===== src/rtl/vga_number_display.sv =====
// Renders a DIGITS-wide hex number as seven-segment glyphs around a centre point.
// Values are staged in a pending register and applied on frame_start; 2-cycle pixel pipeline.
module vga_number_display #(
  parameter int DIGITS       = 4,
  parameter int PITCH        = 40,
  parameter int BLINK_FRAMES = 30
) (
  input  logic                  clk,
  input  logic                  rst_n,
  input  logic [10:0]           x,
  input  logic [10:0]           y,
  input  logic [10:0]           center_x,
  input  logic [10:0]           center_y,
  input  logic [4*DIGITS-1:0]   number,
  input  logic                  load,
  input  logic                  frame_start,
  input  logic                  blink_en,
  input  logic                  lz_blank,
  output logic                  pending,
  output logic                  show
);

  logic [4*DIGITS-1:0] pend_val_q, pend_val_d;
  logic [4*DIGITS-1:0] disp_q, disp_d;
  logic                pending_q, pending_d;
  logic [7:0]          frame_cnt_q, frame_cnt_d;
  logic                phase_q, phase_d;
  logic                show_q, show_d;
  logic [DIGITS-1:0]   hit;

  // Glyph bit order is {g,f,e,d,c,b,a}.
  function automatic logic [6:0] glyph(input logic [3:0] val);
    logic [6:0] segs;
    case (val)
      4'h0: segs = 7'h3F;
      4'h1: segs = 7'h06;
      4'h2: segs = 7'h5B;
      4'h3: segs = 7'h4F;
      4'h4: segs = 7'h66;
      4'h5: segs = 7'h6D;
      4'h6: segs = 7'h7D;
      4'h7: segs = 7'h07;
      4'h8: segs = 7'h7F;
      4'h9: segs = 7'h6F;
      4'hA: segs = 7'h77;
      4'hB: segs = 7'h7C;
      4'hC: segs = 7'h39;
      4'hD: segs = 7'h5E;
      4'hE: segs = 7'h79;
      default: segs = 7'h71;
    endcase
    return segs;
  endfunction

  function automatic logic seg_hit(input logic [6:0] s, input logic [4:0] u, input logic [5:0] v);
    logic top, bot;
    top = (v <= 6'd19);
    bot = (v >= 6'd20);
    return (s[0] && v <= 6'd3)
        || (s[6] && v >= 6'd18 && v <= 6'd21)
        || (s[3] && v >= 6'd36)
        || (s[5] && u <= 5'd3  && top)
        || (s[1] && u >= 5'd20 && top)
        || (s[4] && u <= 5'd3  && bot)
        || (s[2] && u >= 5'd20 && bot);
  endfunction

  always_comb begin
    pend_val_d  = pend_val_q;
    disp_d      = disp_q;
    pending_d   = pending_q;
    frame_cnt_d = frame_cnt_q;
    phase_d     = phase_q;
    if (frame_start) begin
      if (pending_q) begin
        disp_d    = pend_val_q;
        pending_d = 1'b0;
      end
      if (frame_cnt_q == 8'(BLINK_FRAMES - 1)) begin
        frame_cnt_d = 8'd0;
        phase_d     = ~phase_q;
      end else begin
        frame_cnt_d = frame_cnt_q + 8'd1;
      end
    end
    // A simultaneous load lands after the transfer, so it stays pending.
    if (load) begin
      pend_val_d = number;
      pending_d  = 1'b1;
    end
  end

  always_ff @(posedge clk or negedge rst_n) begin
    if (!rst_n) begin
      pend_val_q  <= '0;
      disp_q      <= '0;
      pending_q   <= 1'b0;
      frame_cnt_q <= 8'd0;
      phase_q     <= 1'b1;
      show_q      <= 1'b0;
    end else begin
      pend_val_q  <= pend_val_d;
      disp_q      <= disp_d;
      pending_q   <= pending_d;
      frame_cnt_q <= frame_cnt_d;
      phase_q     <= phase_d;
      show_q      <= show_d;
    end
  end

  logic signed [12:0] v_full;
  assign v_full = $signed({2'b00, y}) - ($signed({2'b00, center_y}) - 13'sd20);

  for (genvar gi = 0; gi < DIGITS; gi++) begin : g_digit
    localparam int OFFS = ((DIGITS - 1 - 2 * gi) * PITCH) / 2;

    logic signed [12:0] cx, u_full;
    logic               inbox_d, inbox_q, blank;
    logic [4:0]         u_q;
    logic [5:0]         v_q;

    assign cx      = $signed({2'b00, center_x}) + 13'(OFFS);
    assign u_full  = $signed({2'b00, x}) - cx + 13'sd12;
    // Signed range checks keep out-of-range coordinates from aliasing into the box.
    assign inbox_d = !u_full[12] && (u_full < 13'sd24) && !v_full[12] && (v_full < 13'sd40);

    always_ff @(posedge clk or negedge rst_n) begin
      if (!rst_n) begin
        inbox_q <= 1'b0;
        u_q     <= 5'd0;
        v_q     <= 6'd0;
      end else begin
        inbox_q <= inbox_d;
        u_q     <= u_full[4:0];
        v_q     <= v_full[5:0];
      end
    end

    if (gi == 0) begin : g_lsd
      assign blank = 1'b0;
    end else begin : g_upper
      assign blank = lz_blank && (disp_q[4*DIGITS-1:4*gi] == '0);
    end

    assign hit[gi] = inbox_q && !blank && seg_hit(glyph(disp_q[4*gi +: 4]), u_q, v_q);
  end

  assign show_d  = (|hit) && !(blink_en && !phase_q);
  assign show    = show_q;
  assign pending = pending_q;

endmodule


===== config.mk =====
export PLATFORM = sky130hd
export DESIGN_NAME = vga_number_display
export DESIGN_NICKNAME = d
export VERILOG_FILES = /design/src/rtl/vga_number_display.sv
export SDC_FILE = /design/constraint.sdc
export NUM_CORES = 1
export LEC_CHECK = 0
export CORE_UTILIZATION = 40
export DETAILED_ROUTE_END_ITERATION = 10
export HOLD_SLACK_MARGIN = 0.02
export PLACE_DENSITY = 0.67
export SYNTH_ARGS = -nofsm -noshare
export SYNTH_HDL_FRONTEND = slang
export SYNTH_SLANG_ARGS = --single-unit

===== constraint.sdc =====
create_clock -name clk -period 4.35 [get_ports clk]
set_input_delay 1.305 -clock clk [delete_from_list [all_inputs] [get_ports clk]]
set_output_delay 1.305 -clock clk [all_outputs]
set_load 0.05 [all_outputs]

==> run_results.csv, run 1 <==
group,metric,value,unit
grt,grt_use_total,0.193,
synth,synth-seq-cells,59,
sta,period_share,0.986,
floorplanning,ios,68,
cells_and_area,fin_cells,989,
floorplanning,die-width,123,um
sta,slew_headroom,0.464,
route,drt_iter0_drc,248,
min_path,min_to,"frame_cnt_q[7]",
clock_network,cts_tree,"built",
setup_path,reg2reg_to,"show",
grt,antenna_found_initial,0,
route,ant_nets,0,
power,ir_worst_vdd,195,uV
clock_network,htree_levels,3,
synth,yosysWarnings,0,
setup_path,worstSetupPathType,"in2reg",
clock_network,clockBufferDepth,2,
power,p_leak,3.54,nW
synth,yosysUniqueCellTypes,69,
cells_and_area,regArea,1480,um2
sta,hold_viol_final,0,
setup_path,crit_path_cell_trace,"clkdlybuf4s50_1, inv_1, ha_1, xor2_1, ha_1, or3_1, o211a_1, or4_1, a211oi_2, o2111ai_2, buf_4, nor4_2",
setup_path,r2r_setup_slack,1.94,ns
route,dr.pass1.iters,5,
route,wl_per_cell,14.5,um
sta,rsz0062_at_grt,"yes",
cells_and_area,design_area,7770,um2
floorplanning,die_y,123,um
power,power,2.79,mW
sta,setup_viol,0,
synth,async_reset_ff_frac,1.00,
synth,synth_area,5880,um2
cells_and_area,antenna_cells,0,
route,dr_total_vias,5458,
setup_path,worstSetupStartpointType,"input port",
synth,seq_area_frac_synth,0.251,
grt,grt_pass1_vias,5287,
clock_network,cts_sinks,59,
synth,synth-edff-count,0,
floorplanning,rows,43,
grt,grt_pass1_wl,23.5,mm
cells_and_area,final_util,0.551,
grt,grt_max_degree,36,
setup_path,path_max_fanout,3,
job,drv_cap,0,
synth,postSynthCellCount,664,
sta,fin_skew,0.00692,ns
sta,fmax,0.233,GHz
setup_path,endpoint_kind,"flop",
min_path,min_path_cells,1,
floorplanning,dieArea,15200,um2
placement,portBuffers,67,
clock_network,cts_made_buffers,9,
setup_path,reg2reg_from,"disp_q[13]",
min_path,min-delay-start,"frame_cnt_q[7]",
setup_path,cpMostUsedCell,"ha_1",
route,detail_route.vias_per_cell,5.52,
sta,period_needed,4.29,ns
synth,synthFlopType,"dfrtp_1",
sta,fin_ws,0.0588,ns
clock_network,cts.root.buffer_cell,"clkbuf_16",
synth,synth_nets,810,
setup_path,slowest_stage,"clkdlybuf4s50_1",
route,wirelength,14.3,mm
placement,hpwl,11.4,mm
cells_and_area,syn2layout_area_growth,32.2,%
setup_path,slowest_delay,0.51,ns
floorplanning,initial_core_util,0.417,
power,power_density,359,nW/um2
placement,preCtsSetupSlack,-0.495,ns
sta,worstMarginPinSlew,0.801,ns
setup_path,worst-r2r-cell-count,9,
clock_network,insertion_delay,0.33,ns
cells_and_area,drive_gt1_frac,0.208,
cells_and_area,nFillCells,1239,
cells_and_area,multi_input_area,4150,um2
synth,syn_area_per_cell,8.85,um2
floorplanning,core_area,14100,um2
clock_network,path_clk_slew,0.05,ns
placement,place_area,7300,um2
placement,routabilityCongestion,0.927,
route,drc,0,
outcome,status,"finished, final reports clean",
sta,slew_viol_final,0,
min_path,hold_class,"reg2reg",
setup_path,cp.required,4.58,ns
grt,grt_overflow,0,
placement,dp.cells,972,
setup_path,crit_arrival,4.52,ns
cells_and_area,finalNetCount,950,
==> per-stage QoR <==
stage	hold slack, ns	TNS [ns]
2_1_floorplan	0.433	0
3_5_place_dp	0.469	-1.49
5_1_grt	0.491	-0.109
4_1_cts	0.478	0
3_3_place_gp	0.459	-1.25
6_report	0.466	0
==> sequential cells by signal (all words and copies together) (netlist names) <==
| signal | cells |
|---|---|
| g_digit.inbox_q | 4 |
| show | 1 |
| pending | 1 |
| g_digit.u_q | 7 |
| phase_q | 1 |
| g_digit.v_q | 5 |
| pend_val_q | 16 |
| frame_cnt_q | 8 |
| disp_q | 16 |
==> report_power, final <==
group | internal (mW) | switching [mW] | leakage (nW) | total [mW]
registers | 0.654 | 0.148 | 0.708 | 0.801
logic | 0.600 | 0.577 | 2.66 | 1.18
clock network | 0.572 | 0.237 | 0.169 | 0.809
total | 1.83 | 0.962 | 3.54 | 2.79
==> synthesized netlist by cell type, drive strengths merged (9+ instances only) <==
cell type	number	area, um2
dfrtp	58	1450
nor2	36	135
xnor2	19	166
nand3	20	100
nor3	15	75.1
or3	11	68.8
o21a	13	97.6
nand2b	13	81.3
o21ai	34	170
xor2	12	105
ha	77	963
a211oi	12	90.1
a21o	9	68.8
inv	74	278
a21oi	39	206
nand2	28	105
nor2b	10	62.6
mux2	34	383
mux2i	17	170
clkbuf	18	67.6
nor4	9	62.6
==> metal layers <==
layer | part of all wire | vias up | GRT usage
li1 | - | 2695 | -
met1 | 0.45 | 2622 | 0.239
met2 | 0.49 | 118 | 0.339
met3 | 0.038 | 23 | 0.0235
met4 | 0.017 | 0 | 0.0745
met5 | 0 | - | 0
==> kinds of logic after synthesis <==
logic type / count (synthesis) / synth area share
AND/OR/NAND/NOR: 175 / 0.158
AO/OA/AOI/OAI: 169 / 0.202
buffers and inverters: 96 / 0.0626
adder cells (fa/ha/maj): 80 / 0.174
flip-flops: 59 / 0.251
multiplexers: 54 / 0.106
XOR/XNOR: 31 / 0.0462
==> worst max-delay path by stage <==
stage                start            endpoint  slack [ns]  depth (start not counted)
4_1_cts        center_x[1]  g_digit[0].inbox_q     0.00003                         12
3_5_place_dp   center_x[1]  g_digit[0].inbox_q       -0.50                         12
5_1_grt        center_y[2]  g_digit[3].inbox_q       -0.11                         14
3_3_place_gp   center_x[1]  g_digit[0].inbox_q       -0.46                         12
2_1_floorplan  center_x[1]  g_digit[0].inbox_q        0.08                         11
6_report       center_y[2]  g_digit[3].inbox_q        0.06                         12
==> cells in the final DEF (no fill, tap or decap), types with 5 or more instances in the layout <==
master            n
o21a_1           13
mux2i_1          17
or3_1            11
ha_1             73
a21oi_1          37
nor4_1            5
o311ai_0          7
xnor2_1          19
a211oi_1         10
a21o_1            8
mux2_2           34
clkdlybuf4s50_1  62
o21bai_1          5
nor2_1           36
nand2b_1         13
nand2_1          28
xor2_1           12
inv_1            72
nand3_1          20
nor2b_1           8
nor3_1           15
o21ai_0          34
buf_4            83
dfrtp_1          58
clkbuf_16         9
o221ai_1          5
==> what timing repair did <==
action / in CTS / in global routing
endpoints found under the setup margin: 3 / 4
setup buffers: 0 / 1
resized for setup: 4 / 22
pin swaps: 4 / 15
gates cloned: 0 / 0
hold buffers: 0 / 0
==> worst max-delay path, delay by kind of cell <==
family	cells	cell delay [ns]
and+or+nand+nor	3	1.11
AOI/OAI and AO/OA	3	0.73
buffers and inverters	3	0.79
adders and majority gates	2	0.43
xor gates and xnor gates	1	0.18
==> layout make-up <==
cell class	instances	area share
timing repair buffer	150	0.167
inverter	75	0.0362
multi-input combinational	509	0.534
clock buffer	11	0.0312
clock inverter	5	0.0129
sequential	59	0.190
tap	180	0.0290
(Power assumes the default switching activity.)
==> run 2, diff against run 1 <==
CORE_MARGIN = 1.5   (was unset)
==> run 2 against run 1 <==
Die area rose by 1.6%. Maximum frequency up 1.7%. Cell area rose by 1.7%. Setup slack gained 0.073 ns. Clock power is 14% lower. Sequential share of layout area is 0.31 points lower. Non-clock buffer count is 14 higher. Hold slack better by 0.017 ns. Critical endpoint is now g_digit[0].inbox_q. Largest power group unchanged. Highest routed layer unchanged.
==> run_results.csv, run 2 (synthesis results as in run 1) <==
group,metric,value,unit
outcome,status,"finished, final reports clean",
grt,antenna_found_initial,0,
clock_network,insertion_delay,0.33,ns
setup_path,reg2reg_to,"show",
sta,worstMarginPinSlew,0.817,ns
cells_and_area,nFillCells,1285,
sta,slew_viol_final,0,
placement,hpwl,11.8,mm
floorplanning,initial_core_util,0.408,
grt,grt_pass1_wl,25.3,mm
power,power,2.73,mW
clock_network,cts_made_buffers,9,
clock_network,cts_sinks,59,
cells_and_area,fin_cells,1006,
sta,rsz0062_at_grt,"no",
cells_and_area,multi_input_area,4210,um2
setup_path,slowest_stage,"or4_4",
setup_path,crit_arrival,4.46,ns
floorplanning,rows,44,
sta,fmax,0.237,GHz
route,drt_iter0_drc,254,
setup_path,endpoint_kind,"flop",
route,drc,0,
setup_path,worstSetupPathType,"in2reg",
placement,portBuffers,67,
cells_and_area,final_cell_mix,"97 x buf_4, 71 x inv_1, 68 x ha_1, 60 x clkdlybuf4s50_1, 58 x dfrtp_1",
setup_path,path_max_fanout,4,
power,p_leak,3.60,nW
floorplanning,die-width,124,um
setup_path,cp-endpoint,"g_digit[0].inbox_q",
sta,fin_skew,0.00494,ns
setup_path,cpMostUsedCell,"buf_4",
cells_and_area,reg_top3,"disp_q: 16 flops, pend_val_q: 16 flops, frame_cnt_q: 8 flops",
setup_path,slowest_delay,0.53,ns
sta,fin_ws,0.132,ns
cells_and_area,finalNetCount,964,
job,drv_cap,0,
clock_network,clockBufferDepth,2,
floorplanning,ios,68,
sta,tns,0,ns
sta,period_share,0.970,
setup_path,r2r_setup_slack,1.99,ns
sta,slew_headroom,0.453,
floorplanning,dieArea,15400,um2
cells_and_area,syn2layout_area_growth,34.4,%
setup_path,crit_path_start,"x[6]",
floorplanning,die_y,124,um
power,power_density,345,nW/um2
route,dr.pass1.iters,4,
placement,dp.cells,982,
setup_path,path_buf_inv,8,
setup_path,reg2reg_from,"disp_q[9]",
setup_path,cp.required,4.59,ns
sta,period_needed,4.22,ns
placement,routabilityCongestion,0.940,
setup_path,crit_path_cell_trace,"clkdlybuf4s50_1, inv_1, ha_1, inv_1, ha_4, o21ai_0, o21bai_1, buf_4, buf_4, buf_4, buf_4, buf_4, nand3_1, a2111o_1, or4_4, nor4_4",
route,dr_total_vias,5563,
route,ant_nets,0,
cells_and_area,drive_gt1_frac,0.225,
grt,grt_overflow,0,
min_path,hold_class,"reg2reg",
power,ir_worst_vdd,157,uV
placement,preCtsSetupSlack,-0.572,ns
setup_path,worst-r2r-cell-count,9,
route,wirelength,15.1,mm
clock_network,htree_levels,3,
setup_path,crit_family,"buffers and inverters",
clock_network,cts.root.buffer_cell,"clkbuf_16",
cells_and_area,final_common_cell,"buf_4",
cells_and_area,final_util,0.548,
cells_and_area,antenna_cells,0,
sta,hold_viol_final,0,
route,detail_route.vias_per_cell,5.53,
grt,grt_max_degree,32,
sta,setup_viol,0,
grt,grt_pass1_vias,5642,
grt,grt_use_total,0.194,
setup_path,cp_num_cells,16,
cells_and_area,regArea,1480,um2
setup_path,worstSetupStartpointType,"input port",
route,wl_per_cell,15.0,um
clock_network,path_clk_slew,0.05,ns
floorplanning,core_area,14400,um2
clock_network,cts_hold_buf,0,
clock_network,cts_tree,"built",
run 2: cell types whose count changed in the layout (fill, tap and decap cells not counted), sizes merged:
cell | before | now
buf | 84 | 98
bufinv | 3 | 1
clkbuf | 11 | 13
clkdlybuf4s50 | 62 | 60
clkinv | 3 | 2
dlymetal6s2s | 4 | 6
run 2: worst min path at each step:
stage,startpoint,end,depth (start not counted)
CTS,frame_cnt_q[7],frame_cnt_q[7],1
global route,frame_cnt_q[7],frame_cnt_q[7],1
finish,frame_cnt_q[7],frame_cnt_q[7],1
floorplan,frame_cnt_q[7],frame_cnt_q[7],1
global placement,frame_cnt_q[7],frame_cnt_q[7],1
detailed placement,frame_cnt_q[7],frame_cnt_q[7],1
run 2: report_power, final:
group / switching [mW] / internal [mW]
logic: 0.598 / 0.628
clock network: 0.229 / 0.469
registers: 0.150 / 0.654
run 2: layer usage:
layer  routed length [um]  global-route usage
met1                 6730               0.231
met2                 7570               0.348
met3                  577              0.0431
met4                  219              0.0575
met5                    0                   0
run 2: cell type report:
cell class              instances  share of cell area
clock buffers                  13              0.0329
clock inverters                 2             0.00443
inverters                      75              0.0356
multi-input cells             509               0.533
flip-flops and latches         59               0.187
well taps                     184              0.0291
repair buffers                164               0.178
run 2: what timing repair did:
| action | CTS | global route |
|---|---|---|
| resized for setup | 9 | 25 |
| setup buffers | 5 | 4 |
| hold endpoints to repair | 0 | 0 |
| pin swaps | 8 | 11 |
| endpoints found under the setup margin | 3 | 4 |
run 2: worst reg2reg max path, cell delays in order (launching register included):
cell and delay, ns:
dfrtp_1 0.43, inv_1 0.15, ha_1 0.25, nor2_1 0.06, a211oi_1 0.23, nor4_1 0.07
or3_1 0.36, o311ai_0 0.36, a21o_1 0.18, a32oi_1 0.12
run 2: stage by stage:
stage               hold WS, ns  cell area [um2]
global placement          0.450             7350
detailed placement        0.477             7350
CTS                       0.486             7720
global route              0.496             7900
floorplan                 0.433             5880
finish                    0.483             7900
==> run 3, diff against run 2 <==
CORE_UTILIZATION = 30   (was 40)
PLACE_DENSITY = 0.55   (was 0.67)
==> run 3 against run 2 <==
Count of clock-buffer cells in the layout shrank 3. Non-clock buffer count shrank 9. Global-route usage decreased by 5.2 points. Final cell count rose by 7.3%. Setup slack worse by 0.014 ns. Sequential cell count unchanged. Clock power up 10%. Sequential share of layout area about the same. Critical endpoint unchanged. Combinational power fell by 5%. Utilization decreased by 14 points.
==> run_results.csv, run 3 (synthesis results as in run 1) <==
group,metric,value,unit
floorplanning,rows,51,
placement,routabilityCongestion,0.864,
cells_and_area,regArea,1480,um2
floorplanning,dieArea,20400,um2
cells_and_area,syn2layout_area_growth,34.8,%
setup_path,reg2reg_to,"show",
sta,tns,0,ns
route,ant_nets,0,
clock_network,cts_made_buffers,9,
power,power_density,346,nW/um2
setup_path,worst-r2r-cell-count,9,
setup_path,endpoint_kind,"flop",
route,detail_route.vias_per_cell,4.85,
setup_path,slowest_stage,"or4_4",
setup_path,path_max_fanout,3,
sta,worstMarginPinSlew,0.863,ns
sta,fmax,0.236,GHz
grt,grt_pass1_wl,23.6,mm
setup_path,r2r_setup_slack,1.86,ns
grt,grt_max_degree,38,
placement,portBuffers,67,
sta,rsz0062_at_grt,"no",
clock_network,path_clk_slew,0.05,ns
floorplanning,initial_core_util,0.304,
grt,grt_overflow,0,
floorplanning,core_area,19300,um2
clock_network,cts.root.buffer_cell,"clkbuf_16",
sta,slew_viol_final,0,
grt,antenna_found_initial,0,
cells_and_area,antenna_cells,0,
clock_network,htree_levels,3,
grt,grt_use_total,0.142,
clock_network,cts_hold_buf,0,
cells_and_area,finalNetCount,955,
sta,holdWs,0.463,ns
route,dr.pass1.iters,4,
setup_path,cp-endpoint,"g_digit[0].inbox_q",
setup_path,reg2reg_from,"disp_q[13]",
sta,period_share,0.973,
route,wl_per_cell,12.9,um
clock_network,cts_tree,"built",
cells_and_area,fin_cells,1079,
sta,setup_viol,0,
setup_path,crit_family,"simple AND/OR/NAND/NOR gates",
power,p_leak,3.57,nW
setup_path,cp.required,4.59,ns
clock_network,cts_sinks,59,
route,drt_iter0_drc,269,
setup_path,crit_arrival,4.48,ns
floorplanning,die_y,143,um
setup_path,crit_path_start,"x[3]",
cells_and_area,reg_top3,"disp_q: 16 flops, pend_val_q: 16 flops, frame_cnt_q: 8 flops",
setup_path,worstSetupPathType,"in2reg",
setup_path,worstSetupStartpointType,"input port",
route,wirelength,13.9,mm
cells_and_area,drive_gt1_frac,0.214,
setup_path,slowest_delay,0.53,ns
clock_network,clockBufferDepth,2,
setup_path,crit_path_cell_trace,"clkdlybuf4s50_1, inv_1, ha_1, ha_4, a21o_4, a211oi_4, o21bai_1, or3_1, a2111o_1, or4_4, nor4_4",
job,drv_cap,0,
power,ir_worst_vdd,198,uV
floorplanning,die-width,143,um
cells_and_area,final_common_cell,"buf_4",
sta,hold_viol_final,0,
cells_and_area,final_cell_mix,"88 x buf_4, 73 x inv_1, 71 x ha_1, 60 x clkdlybuf4s50_1, 58 x dfrtp_1",
cells_and_area,nFillCells,1930,
placement,dp.cells,1061,
grt,grt_pass1_vias,5081,
sta,period_needed,4.23,ns
setup_path,cp_num_cells,11,
cells_and_area,multi_input_area,4160,um2
sta,fin_skew,0.00836,ns
route,drc,0,
setup_path,path_buf_inv,2,
sta,slew_headroom,0.417,
floorplanning,ios,68,
clock_network,insertion_delay,0.34,ns
placement,hpwl,11.2,mm
outcome,status,"finished, final reports clean",
route,dr_total_vias,5235,
min_path,hold_class,"reg2reg",
-- run 3: cell types whose count changed in the layout (fill, tap and decap cells not counted), sizes merged --
cell | before | now
buf | 98 | 89
bufinv | 1 | 2
clkbuf | 13 | 10
clkinv | 2 | 3
clkinvlp | 0 | 2
-- run 3: worst register-to-register path, delay by kind of cell (launching register included) --
kind,cells,cell delay [ns]
compound gates,4,0.96
simple gates,3,0.61
flops,1,0.44
fa+ha+maj,1,0.21
buf+inv,1,0.13
-- run 3: what timing repair did --
action                                  CTS  global route
gates resized for setup                   5            23
pin swaps                                 4            12
endpoints found under the setup margin    3             4
setup buffers                             0             2
-- run 3: worst min-delay path by stage --
stage | from | endpoint | slack (ns) | cells past startpoint
CTS | frame_cnt_q[7] | frame_cnt_q[7] | 0.47 | 1
floorplan | frame_cnt_q[7] | frame_cnt_q[7] | 0.43 | 1
global route | frame_cnt_q[7] | frame_cnt_q[7] | 0.48 | 1
detailed placement | frame_cnt_q[7] | frame_cnt_q[7] | 0.46 | 1
global placement | frame_cnt_q[7] | frame_cnt_q[7] | 0.47 | 1
finish | frame_cnt_q[7] | frame_cnt_q[7] | 0.46 | 1
-- run 3: area by class of cell --
type / count / area share
Clock buffer: 10 / 0.0302
Clock inverter: 6 / 0.0112
Inverter: 75 / 0.0355
Multi-Input combinational cell: 509 / 0.526
Sequential cell: 59 / 0.186
Tap cell: 265 / 0.0418
Timing Repair Buffer: 155 / 0.169
-- run 3: per-stage QoR --
| stage | setup slack, ns | total power, mW | utilization | cell area [um2] |
|---|---|---|---|---|
| 6_report | 0.118 | 2.74 | 0.410 | 7920 |
| 5_1_grt | 0.00796 | 2.96 | 0.410 | 7920 |
| 4_1_cts | 0.00390 | 2.74 | 0.403 | 7780 |
| 3_5_place_dp | -0.503 | 1.95 | 0.385 | 7440 |
| 3_3_place_gp | -0.440 | 1.95 | 0.385 | 7440 |
| 2_1_floorplan | 0.0793 | 1.55 | - | 5880 |
-- run 3: routing by layer --
| metal | wire (um) | track usage | up-vias |
|---|---|---|---|
| li1 | - | - | 2706 |
| met1 | 6910 | 0.188 | 2438 |
| met2 | 6340 | 0.239 | 78 |
| met3 | 463 | 0.0285 | 13 |
| met4 | 159 | 0.0320 | 0 |
| met5 | 0 | 0 | - |
-- run 3: report_power, final --
| group | switching [mW] | internal (mW) | leakage (nW) |
|---|---|---|---|
| sequential | 0.144 | 0.654 | 0.708 |
| clock | 0.253 | 0.516 | 0.155 |
| combinational | 0.568 | 0.606 | 2.71 |
| total | 0.965 | 1.77 | 3.57 |
